--- config.mk ---
export PLATFORM = sky130hd
export DESIGN_NAME = uart_tx_scheduler
export DESIGN_NICKNAME = d
export VERILOG_FILES = /design/src/rtl/uart_tx_sched_pkg.sv /design/src/rtl/uart_tx_echo_buf.sv /design/src/rtl/uart_tx_scheduler.sv
export SDC_FILE = /design/constraint.sdc
export NUM_CORES = 1
export LEC_CHECK = 0
export ABC_AREA = 1
export CAP_MARGIN = 20
export CORE_MARGIN = 2
export CORE_UTILIZATION = 40
export DETAILED_ROUTE_END_ITERATION = 8
export GPL_TIMING_DRIVEN = 0
export PLACE_DENSITY = 0.7
export REMOVE_ABC_BUFFERS = 1
export SLEW_MARGIN = 20
export SYNTH_ARGS = -nofsm -noshare
export SYNTH_HDL_FRONTEND = slang
export SYNTH_HIERARCHICAL = 1
export SYNTH_SLANG_ARGS = --single-unit
--- constraint.sdc ---
create_clock -name Clock -period 1.95 [get_ports Clock]
set_clock_uncertainty 0.15 [all_clocks]
set_input_delay 0.39 -clock Clock [delete_from_list [all_inputs] [get_ports Clock]]
set_output_delay 0.39 -clock Clock [all_outputs]
set_load 0.05 [all_outputs]
--- src/rtl/uart_tx_sched_pkg.sv ---
// uart_tx_sched_pkg: shared types and constants for the UART TX scheduler.
// Holds the FSM state enum, the source/lock encoding and the CR/LF characters.
package uart_tx_sched_pkg;
  typedef enum logic [1:0] {ST_IDLE, ST_LAUNCH, ST_WAIT_ACK, ST_WAIT_DONE} state_e;
  typedef enum logic [1:0] {SRC_NONE, SRC_ECHO, SRC_RESP, SRC_DATA} src_e;
  localparam logic [7:0] CHAR_CR = 8'h0D;
  localparam logic [7:0] CHAR_LF = 8'h0A;
endpackage

--- src/rtl/uart_tx_echo_buf.sv ---
// uart_tx_echo_buf: single-entry echo buffer with sticky overrun flag.
// Ports: Clock/Reset (sync, active-high); rx_data_i/rx_valid_i/echo_en_i capture a
// received byte; pop_i empties the entry; echo_valid_o/echo_data_o/echo_last_o present
// the held byte (echo_last_o=0 means a follow-on byte is queued); echo_overrun_o is sticky.
// ECHO_CRLF_EN: when defined, popping a CR immediately refills the entry with LF.
module uart_tx_echo_buf
  import uart_tx_sched_pkg::*;
(
  input  logic       Clock,
  input  logic       Reset,
  input  logic [7:0] rx_data_i,
  input  logic       rx_valid_i,
  input  logic       echo_en_i,
  input  logic       pop_i,
  output logic       echo_valid_o,
  output logic [7:0] echo_data_o,
  output logic       echo_last_o,
  output logic       echo_overrun_o
);
  logic       full_q, full_d, ovr_q, ovr_d, cap, refill, keep;
  logic [7:0] data_q, data_d;
  assign cap = rx_valid_i & echo_en_i;
`ifdef ECHO_CRLF_EN
  assign refill      = pop_i & (data_q == CHAR_CR);
  assign echo_last_o = data_q != CHAR_CR;
`else
  assign refill      = 1'b0;
  assign echo_last_o = 1'b1;
`endif
  // Entry is still occupied after this cycle: not popped, or popped CR turning into LF.
  // A capture into an entry freed this same cycle is accepted without overrun.
  assign keep   = full_q & (~pop_i | refill);
  assign full_d = keep | cap;
  assign data_d = refill ? CHAR_LF : (cap & ~keep) ? rx_data_i : data_q;
  assign ovr_d  = ovr_q | (cap & keep);
  always_ff @(posedge Clock) begin
    if (Reset) begin
      full_q <= 1'b0;
      data_q <= 8'h00;
      ovr_q  <= 1'b0;
    end else begin
      full_q <= full_d;
      data_q <= data_d;
      ovr_q  <= ovr_d;
    end
  end
  assign echo_valid_o   = full_q;
  assign echo_data_o    = data_q;
  assign echo_overrun_o = ovr_q;
endmodule

--- src/rtl/uart_tx_scheduler.sv ---
// uart_tx_scheduler: shares one UART transmitter among echo, response and data sources.
// Ports: Clock/Reset (sync, active-high); RxData/RxValid/EchoEn feed the echo buffer;
// Resp*/Data* are valid/ready byte streams with Last marking packet end; TxData/TxStart/
// TxBusy form the TX core handshake; EchoOverrun is a sticky dropped-echo flag.
// ECHO_CRLF_EN: when defined, an echoed CR is followed contiguously by an LF.
module uart_tx_scheduler
  import uart_tx_sched_pkg::*;
(
  input  logic       Clock,
  input  logic       Reset,
  input  logic [7:0] RxData,
  input  logic       RxValid,
  input  logic       EchoEn,
  input  logic [7:0] RespData,
  input  logic       RespValid,
  input  logic       RespLast,
  output logic       RespReady,
  input  logic [7:0] DataData,
  input  logic       DataValid,
  input  logic       DataLast,
  output logic       DataReady,
  output logic [7:0] TxData,
  output logic       TxStart,
  input  logic       TxBusy,
  output logic       EchoOverrun
);
  state_e     state_q;
  src_e       lock_q, lock_d;
  logic [7:0] tx_data_q, tx_data_d, echo_data;
  logic       tx_start_q, echo_valid, echo_last;
  logic       idle_ok, free, echo_go, resp_go, data_go, go;

  uart_tx_echo_buf u_echo (
    .Clock         (Clock),
    .Reset         (Reset),
    .rx_data_i     (RxData),
    .rx_valid_i    (RxValid),
    .echo_en_i     (EchoEn),
    .pop_i         (echo_go),
    .echo_valid_o  (echo_valid),
    .echo_data_o   (echo_data),
    .echo_last_o   (echo_last),
    .echo_overrun_o(EchoOverrun)
  );

  // Busy seen in IDLE holds off selection until the TX core is really free.
  assign idle_ok   = (state_q == ST_IDLE) & ~TxBusy & ~Reset;
  assign free      = lock_q == SRC_NONE;
  assign echo_go   = idle_ok & echo_valid & (free | (lock_q == SRC_ECHO));
  // Resp is offered only when it has a byte, so data can be the selected source otherwise.
  assign RespReady = idle_ok & ((free & ~echo_valid & RespValid) | (lock_q == SRC_RESP));
  assign DataReady = idle_ok & ((free & ~echo_valid & ~RespValid) | (lock_q == SRC_DATA));
  assign resp_go   = RespReady & RespValid;
  assign data_go   = DataReady & DataValid;
  assign go        = echo_go | resp_go | data_go;
  assign tx_data_d = echo_go ? echo_data : resp_go ? RespData : DataData;
  assign lock_d    = echo_go ? (echo_last ? SRC_NONE : SRC_ECHO) :
                     resp_go ? (RespLast ? SRC_NONE : SRC_RESP) :
                               (DataLast ? SRC_NONE : SRC_DATA);

  always_ff @(posedge Clock) begin
    if (Reset) begin
      state_q    <= ST_IDLE;
      lock_q     <= SRC_NONE;
      tx_data_q  <= 8'h00;
      tx_start_q <= 1'b0;
    end else begin
      tx_start_q <= 1'b0;
      case (state_q)
        ST_IDLE: if (go) begin
          state_q    <= ST_LAUNCH;
          tx_start_q <= 1'b1;
          tx_data_q  <= tx_data_d;
          lock_q     <= lock_d;
        end
        ST_LAUNCH:    state_q <= ST_WAIT_ACK;
        ST_WAIT_ACK:  if (TxBusy) state_q <= ST_WAIT_DONE;
        ST_WAIT_DONE: if (!TxBusy) state_q <= ST_IDLE;
        default:      state_q <= ST_IDLE;
      endcase
    end
  end

  assign TxData  = tx_data_q;
  assign TxStart = tx_start_q;
endmodule
==> results of run 1 <==
[layer usage]
| layer | routed length, µm | up-vias |
|---|---|---|
| met3 | 190 | 2 |
| li1 | - | 719 |
| met4 | 19 | 0 |
| met2 | 1680 | 39 |
| met1 | 1540 | 597 |
| met5 | 0 | - |
[power breakdown]
group / internal (mW) / leakage, nW / switching (mW)
combinational: 0.270 / 0.805 / 0.402
sequential: 0.537 / 0.189 / 0.0482
clock: 0.0796 / 0.0150 / 0.139
total: 0.886 / 1.01 / 0.589
[registers in the layout, indices dropped and copies added, names as in the netlist]
name,count
TxStart,1
u_echo/echo_overrun_o,1
u_echo/echo_data_o,8
u_echo/echo_valid_o,1
state_q,2
lock_q,2
TxData,8
[critical path: stages, from the launching register on]
cell and delay [ps]:
dfxtp_2 360, inv_4 70, ha_4 160, nand2_4 60, nor2_4 100, nand2_2 60
nor2_2 90, buf_6 160
[placed cells by master, fill, tap and decap left out, types with 2 or more instances in the layout]
cell,n
nand2_1,35
inv_1,31
clkdlybuf4s50_1,29
dfxtp_1,21
a21oi_1,19
nor2_1,17
dlygate4sd2_1,12
o21ai_0,9
o211ai_2,8
nand3_1,8
buf_4,7
nand3_2,5
nand2_4,4
nand3_4,4
o21ai_1,3
ha_1,3
clkbuf_4,3
inv_4,2
inv_2,2
nand2_2,2
nor2_2,2
nand3b_4,2
a21oi_2,2
nand4_1,2
dfxtp_2,2
[path summary, 6_finish.rpt]
check / startpoint / end / cells after the start
min: u_echo/echo_overrun_o / u_echo/echo_overrun_o / 2
max reg2reg: state_q[0] / TxData[0] / 7
min reg2reg: u_echo/echo_overrun_o / u_echo/echo_overrun_o / 2
max: state_q[0] / RespReady / 7
[cell families (layout without fill, tap and decap cells)]
group,after synthesis,in the layout
simple gates,79,82
other cells,1,1
buf+inv,45,90
compound gates,42,42
mux,1,1
fa+ha+maj,4,4
flops,23,23
[repair_timing]
action                                  CTS  global route
buffers inserted                          5             1
endpoints found under the setup margin   35            23
gates resized for setup                  37            15
pin swaps                                 2             2
gates cloned                              0             3
[cell type report]
class                      instances  area, µm²
clock buffer                       4       26.3
fill                             330       1370
inverter                          36        145
multi-input combinational        130        855
sequential                        23        463
tap                               46       57.6
timing repair buffer              50        469
[stage by stage]
step	cells	setup TNS, ps
final	289	0
after global routing	289	-105
after CTS	285	-50.3
after detailed placement	276	-21330
after global placement	276	-20550
after floorplan	186	-1040
==> impl_table.tex, run 1 <==
\begin{tabular}{lr}
\hline
Metric & Value \\
\hline
\multicolumn{2}{l}{\textbf{Setup path}} \\
Worst Path Max Fanout & 3 \\
Data required time of the critical path & between 1000 and 1500 ps \\
Reg2reg setup slack & 80 ps \\
Worst setup path category & reg -> out \\
CP arrival & 1370 ps \\
Launching element type of the critical path & register \\
Capturing element type of the critical path & output pin \\
\multicolumn{2}{l}{\textbf{CTS}} \\
\# clock sinks & 23 \\
Clock Pin Slew Worst Setup and Hold Paths & between 100 and 150 ps \\
\# hold bufs at CTS & 0 \\
Deepest level of the CTS H-tree & 1 \\
Max Root-Sink Buffers & 2 \\
CTS tree & yes \\
Clk Tree Root Cell & clkbuf\_4 \\
Clock latency on the worst-skew pair & 300 ps \\
Number of clock buffers inserted by TritonCTS & 3 \\
\multicolumn{2}{l}{\textbf{Global routing}} \\
Total routing usage reported by global routing & 16.4\% \\
Number of global-route vias before repair & $\sim$1200 \\
Grt met3 use & approximately 3.3\% \\
GRT met2 Usage & 26.7\% \\
Largest net degree at the start of global routing & 21 \\
Busiest layer in global routing & met2 \\
Number of antenna violations at the first check in global routing & 0 \\
Routing usage on met1 & between 20\% and 30\% \\
Overall overflow remaining after global route & 0 \\
Wire length of the first global-routing pass & between 5000 and 6000 µm \\
\multicolumn{2}{l}{\textbf{Die}} \\
Die boundary width & 64.0 µm \\
Area of the core & approximately 0.0034 mm² \\
Die Y & about 64 µm \\
Io pins & 45 \\
Area of the die & 0.00409 mm² \\
Initial Utilization & about 42\% \\
Cell row count & 21 \\
\multicolumn{2}{l}{\textbf{Pwr}} \\
Leakage power & 1.01 nW \\
Worst-case vdd ir drop & 394 µV \\
Ratio of total power to cell area & 732 mW/mm² \\
Total power & 1.47 mW \\
\multicolumn{2}{l}{\textbf{Yosys}} \\
Multiplexer share of the synthesized area & less than 1\% \\
Synth unique cells & 26 \\
Count of flip-flops with a built-in enable after synthesis & 0 \\
XOR/XNOR share of the synthesized area & 0\% \\
Fraction of the mapped netlist area in adder cells & 3.48\% \\
Cell type with the largest total area after synthesis & dfxtp\_1 \\
Main area contributors after synthesis & dfxtp\_1, nand2\_1, inv\_1, o211ai\_2, a21oi\_1 \\
Share of the yosys chip area belonging to registers & 32.0\% \\
Post-Syn Area & 0.00144 mm² \\
Library cell with the highest instance count after synthesis & nand2\_1 \\
List of most frequent post-synthesis cells & nand2\_1, inv\_1, dfxtp\_1 \\
Main combinational cell family by area after synthesis & simple AND/OR/NAND/NOR gates \\
Simple-gate share of the synthesized area & roughly 28\% \\
Number of storage elements in the synthesis netlist & 23 \\
Post-synth ARST share & 0\% \\
Area share of the largest cell type after synthesis & 32.0\% \\
Complex-gate fraction of the synthesized area & 19.6\% \\
Cells after Synth & just under 200 \\
Yosys synthesis warning count & 6 \\
Ys flop type & dfxtp\_1 \\
Average footprint of a synthesized cell & $\sim$7.4 µm² \\
\multicolumn{2}{l}{\textbf{Outcome}} \\
Result of the run & finished clean \\
\multicolumn{2}{l}{\textbf{Timing}} \\
Hold violation count in the final report & 0 \\
Fin Hold WS & 309 ps \\
Setup repair after global routing missed its margin & true \\
Fin crit period & $\sim$1900 ps \\
Final setup violating endpoints & 0 \\
Fmax & 0.523 GHz \\
Slack of the critical path & between 30 and 40 ps \\
Max-slew violation count & 0 \\
Portion of the clock cycle consumed by the worst path in the final layout & 98.1\% \\
\multicolumn{2}{l}{\textbf{Placement}} \\
Post-DP Area & 0.00184 mm² \\
Port Buf Inserts & 44 \\
Post-Place Setup Slack & -953 ps \\
Post-DP HPWL & 2130 µm \\
Weighted congestion reported at the end of routability-driven placement & 0.787 \\
\multicolumn{2}{l}{\textbf{Hold path}} \\
Tightest Hold Check Type & reg -> reg \\
\multicolumn{2}{l}{\textbf{Routing}} \\
Detail-routed net length per standard cell & $\sim$12 µm \\
DR vias/cell & 4.70 \\
Post-detailed-route count of antenna-violating nets & 0 \\
DRT Pass-1 Iters & 4 \\
Final routed DRC violation total & 0 \\
Initial DRC count & 50 \\
Drt total wl & 3420 µm \\
Total number of vias & 1357 \\
\multicolumn{2}{l}{\textbf{Layout}} \\
Nets & 281 \\
Util after Layout & 59.5\% \\
Number of diodes & 0 \\
Fraction of final layout cells with drive strength greater than 1 & 20.6\% \\
Area growth from synthesis to layout & 40.1\% \\
Cell area after layout & 0.00202 mm² \\
\multicolumn{2}{l}{\textbf{Run}} \\
Max-capacitance violation count & 0 \\
\hline
\end{tabular}
(Power assumes the default switching activity.)
==> inputs of run 2 (changes only) <==
--- a/config.mk
+++ b/config.mk
@@ -5,13 +5,12 @@
 export SDC_FILE = /design/constraint.sdc
 export NUM_CORES = 1
 export LEC_CHECK = 0
-export ABC_AREA = 1
 export CAP_MARGIN = 20
 export CORE_MARGIN = 2
 export CORE_UTILIZATION = 40
 export DETAILED_ROUTE_END_ITERATION = 8
 export GPL_TIMING_DRIVEN = 0
-export PLACE_DENSITY = 0.7
+export PLACE_DENSITY = 0.73
 export REMOVE_ABC_BUFFERS = 1
 export SLEW_MARGIN = 20
 export SYNTH_ARGS = -nofsm -noshare
==> impl_table.tex, run 2 <==
\begin{tabular}{lr}
\hline
Metric & Value \\
\hline
\multicolumn{2}{l}{\textbf{Yosys}} \\
Cells after Synth & 135 (-31\%) \\
Simple-gate share of the synthesized area & 24.2\% (-3.4 points) \\
Count of flip-flops with a built-in enable after synthesis & 0 (unchanged) \\
Complex-gate fraction of the synthesized area & 16.6\% (-3.0 points) \\
Main combinational cell family by area after synthesis & simple AND/OR/NAND/NOR gates \\
Post-synth ARST share & 0\% (unchanged) \\
XOR/XNOR share of the synthesized area & 0\% (unchanged) \\
Number of storage elements in the synthesis netlist & 23 (unchanged) \\
Synth unique cells & 34 (+31\%) \\
List of most frequent post-synthesis cells & dfxtp\_1, nand2b\_1, mux2i\_1 \\
Average footprint of a synthesized cell & 9.16 µm² (+24\%) \\
Multiplexer share of the synthesized area & 13.8\% (+13 points) \\
Fraction of the mapped netlist area in adder cells & 4.05\% (+0.57 points) \\
Share of the yosys chip area belonging to registers & 37.2\% (+5.2 points) \\
Post-Syn Area & 0.00124 mm² (-14\%) \\
Library cell with the highest instance count after synthesis & dfxtp\_1 \\
Ys flop type & dfxtp\_1 \\
Main area contributors after synthesis & dfxtp\_1, mux2i\_1, nand2b\_1, a22o\_1, ha\_1 \\
Yosys synthesis warning count & 6 (unchanged) \\
Cell type with the largest total area after synthesis & dfxtp\_1 \\
Area share of the largest cell type after synthesis & 37.2\% (+5.2 points) \\
\multicolumn{2}{l}{\textbf{Placement}} \\
Port Buf Inserts & 44 (unchanged) \\
Post-Place Setup Slack & -1710 ps (-762 ps) \\
Post-DP HPWL & 2070 µm (-3.0\%) \\
Weighted congestion reported at the end of routability-driven placement & 0.865 (+9.9\%) \\
\multicolumn{2}{l}{\textbf{Layout}} \\
Fraction of final layout cells with drive strength greater than 1 & 20.7\% (+0.15 points) \\
Area growth from synthesis to layout & 53.7\% \\
Most frequent standard cell in the layout excluding fill and tap cells & clkdlybuf4s50\_1 \\
Nets & 231 (-18\%) \\
Top library cells by usage in the layout, fill and taps aside & clkdlybuf4s50\_1, dfxtp\_1, nand2b\_1 \\
Number of diodes & 0 (unchanged) \\
\multicolumn{2}{l}{\textbf{Setup path}} \\
Cell type of the slowest stage on the worst timing path & or3b\_4 \\
Launching element type of the critical path & register \\
Data required time of the critical path & 1410 ps (about the same) \\
RR Endpoint & TxData[5] \\
Worst setup path category & reg -> out \\
Crit path cell chain & inv\_2 -> ha\_4 -> or3b\_4 -> nor3\_1 -> buf\_4 \\
Depth of the worst register-to-register path & 7 (unchanged) \\
CP arrival & 1760 ps (+390 ps) \\
Capturing element type of the critical path & output pin \\
Launch point of the critical path & state\_q[1] \\
Reg2reg setup slack & -300 ps (-380 ps) \\
Maximum single-stage delay on the critical path & 420 ps (+60 ps) \\
Worst Path Max Fanout & 6 (+3) \\
Reg2reg start & state\_q[1] \\
Endpoint of the most critical setup path & RespReady \\
\multicolumn{2}{l}{\textbf{Timing}} \\
Slack of the critical path & -352 ps (-389 ps) \\
Setup TNS & -3750 ps (-3750 ps) \\
Portion of the clock cycle consumed by the worst path in the final layout & 118\% (+20 points) \\
Max-slew headroom & between 60\% and 70\% \\
Fin crit period & 2300 ps (+389 ps) \\
Max-slew violation count & 0 (unchanged) \\
Final setup violating endpoints & 22 (+22) \\
Transition time at the pin with the least slew margin & 511 ps \\
Setup repair after global routing missed its margin & true \\
Hold violation count in the final report & 0 (unchanged) \\
Fmax & 0.434 GHz (-17\%) \\
\multicolumn{2}{l}{\textbf{Routing}} \\
Drt total wl & 3160 µm (-7.7\%) \\
DRT Pass-1 Iters & 4 (unchanged) \\
Initial DRC count & 39 (-22\%) \\
Final routed DRC violation total & 0 (unchanged) \\
Total number of vias & 1186 (-13\%) \\
Detail-routed net length per standard cell & 14.0 µm (+18\%) \\
Post-detailed-route count of antenna-violating nets & 0 (unchanged) \\
DR vias/cell & 5.25 (+12\%) \\
\multicolumn{2}{l}{\textbf{Pwr}} \\
Ratio of total power to cell area & 868 mW/mm² (+19\%) \\
Worst-case vdd ir drop & 413 µV (+4.8\%) \\
Leakage power & 0.813 nW (-19\%) \\
\multicolumn{2}{l}{\textbf{Die}} \\
Die Y & 59.6 µm (-6.9\%) \\
Io pins & 45 (unchanged) \\
Cell row count & 20 (-4.8\%) \\
Area of the die & 0.00355 mm² (-13\%) \\
Die boundary width & 59.6 µm (-6.9\%) \\
Area of the core & 0.00300 mm² (-11\%) \\
Initial Utilization & 41.2\% (-1.3 points) \\
\multicolumn{2}{l}{\textbf{CTS}} \\
Deepest level of the CTS H-tree & 1 (unchanged) \\
\# clock sinks & 23 (unchanged) \\
Clock Pin Slew Worst Setup and Hold Paths & 110 ps (-20 ps) \\
Clock latency on the worst-skew pair & 300 ps (about the same) \\
Max Root-Sink Buffers & 2 (unchanged) \\
Number of clock buffers inserted by TritonCTS & 3 (unchanged) \\
CTS tree & yes \\
Clk Tree Root Cell & clkbuf\_4 \\
\multicolumn{2}{l}{\textbf{Global routing}} \\
Number of antenna violations at the first check in global routing & 0 (unchanged) \\
Number of global-route vias before repair & 1215 (+3.1\%) \\
Wire length of the first global-routing pass & 5170 µm (-4.5\%) \\
Largest net degree at the start of global routing & 27 (+29\%) \\
Overall overflow remaining after global route & 0 (unchanged) \\
Total routing usage reported by global routing & 19.2\% (+2.9 points) \\
\multicolumn{2}{l}{\textbf{Outcome}} \\
Failing checks & negative setup slack \\
Result of the run & complete, but fails checks \\
\multicolumn{2}{l}{\textbf{Hold path}} \\
Tightest Hold Check Type & reg -> reg \\
\multicolumn{2}{l}{\textbf{Run}} \\
Max-capacitance violation count & 0 (unchanged) \\
\hline
\end{tabular}
-- run 2: logic make-up (layout without fill, tap and decap cells) --
family / after synthesis / in the layout
and+or+nand+nor: 50 / 51
AOI/OAI and AO/OA: 31 / 31
DFF: 23 / 23
muxes: 17 / 17
buffers and inverters: 9 / 66
adders and majority gates: 4 / 4
other: 1 / 1
-- run 2: repair_timing --
| item | CTS | global route |
|---|---|---|
| pin swaps | 7 | 5 |
| gates cloned | 1 | 0 |
| gates resized for setup | 48 | 10 |
| endpoints found under the setup margin | 35 | 22 |
| hold buffers | 0 | 0 |
| buffers inserted | 13 | 2 |
-- run 2: how the worst min path moves through the flow --
stage	startpoint	cells past startpoint	slack (ps)	end
after detailed placement	TxData[5]	1	310	TxData[5]
after CTS	Reset	2	330	u_echo/echo_overrun_o
after floorplan	u_echo/echo_data_o[0]	2	300	u_echo/echo_data_o[0]
after global routing	u_echo/echo_data_o[1]	2	340	u_echo/echo_data_o[1]
after global placement	u_echo/echo_overrun_o	2	300	u_echo/echo_overrun_o
final	u_echo/echo_data_o[2]	2	330	u_echo/echo_data_o[2]
-- run 2: area by class of cell --
| type | count | area [µm²] |
|---|---|---|
| Fill cell | 249 | 1100 |
| Multi-Input combinational cell | 104 | 818 |
| Timing Repair Buffer | 59 | 541 |
| Sequential cell | 23 | 463 |
| Tap cell | 33 | 41.3 |
| Clock buffer | 4 | 26.3 |
| Inverter | 3 | 11.3 |
-- run 2: stage by stage --
stage	total power, mW	utilization, %	instance area, µm²	cells	hold WS, ps
final	1.65	63.3	1900	226	334
after global routing	1.76	63.3	1900	226	342
after CTS	1.62	61.3	1840	224	328
after detailed placement	1.26	56.0	1680	206	310
after global placement	1.23	56.0	1680	206	305
after floorplan	1.04	-	1200	129	298
-- run 2: worst max-delay path: cells and delay by family, from the launching register on --
family | cells | cell delay [ps]
flip-flops | 1 | 340
adder cells (fa/ha/maj) | 1 | 120
buffers and inverters | 2 | 320
AND/OR/NAND/NOR | 2 | 680
-- run 2: per-layer routing --
layer  wire, µm  global-route usage, %  part of all wire (%)  up-vias
met4         42                   6.35                   1.3        0
met2       1640                   33.9                    52       28
met5          0                      0                     0        -
met3        122                   4.37                   3.9        4
li1           -                      -                     -      599
met1       1360                   22.9                    43      555
-- run 2: power breakdown --
| group | internal [mW] | total [mW] | switching, mW |
|---|---|---|---|
| Clock | 0.0798 | 0.213 | 0.133 |
| Sequential | 0.549 | 0.596 | 0.0476 |
| Combinational | 0.389 | 0.841 | 0.452 |
| Total | 1.02 | 1.65 | 0.633 |
==> inputs of run 3 (changes only) <==
--- a/config.mk
+++ b/config.mk
@@ -5,6 +5,7 @@
 export SDC_FILE = /design/constraint.sdc
 export NUM_CORES = 1
 export LEC_CHECK = 0
+export ABC_CLOCK_PERIOD_IN_PS = 1950
 export CAP_MARGIN = 20
 export CORE_MARGIN = 2
 export CORE_UTILIZATION = 40
==> results of run 3 <==
Final layout, timing and power as in run 2 (identical DEF).
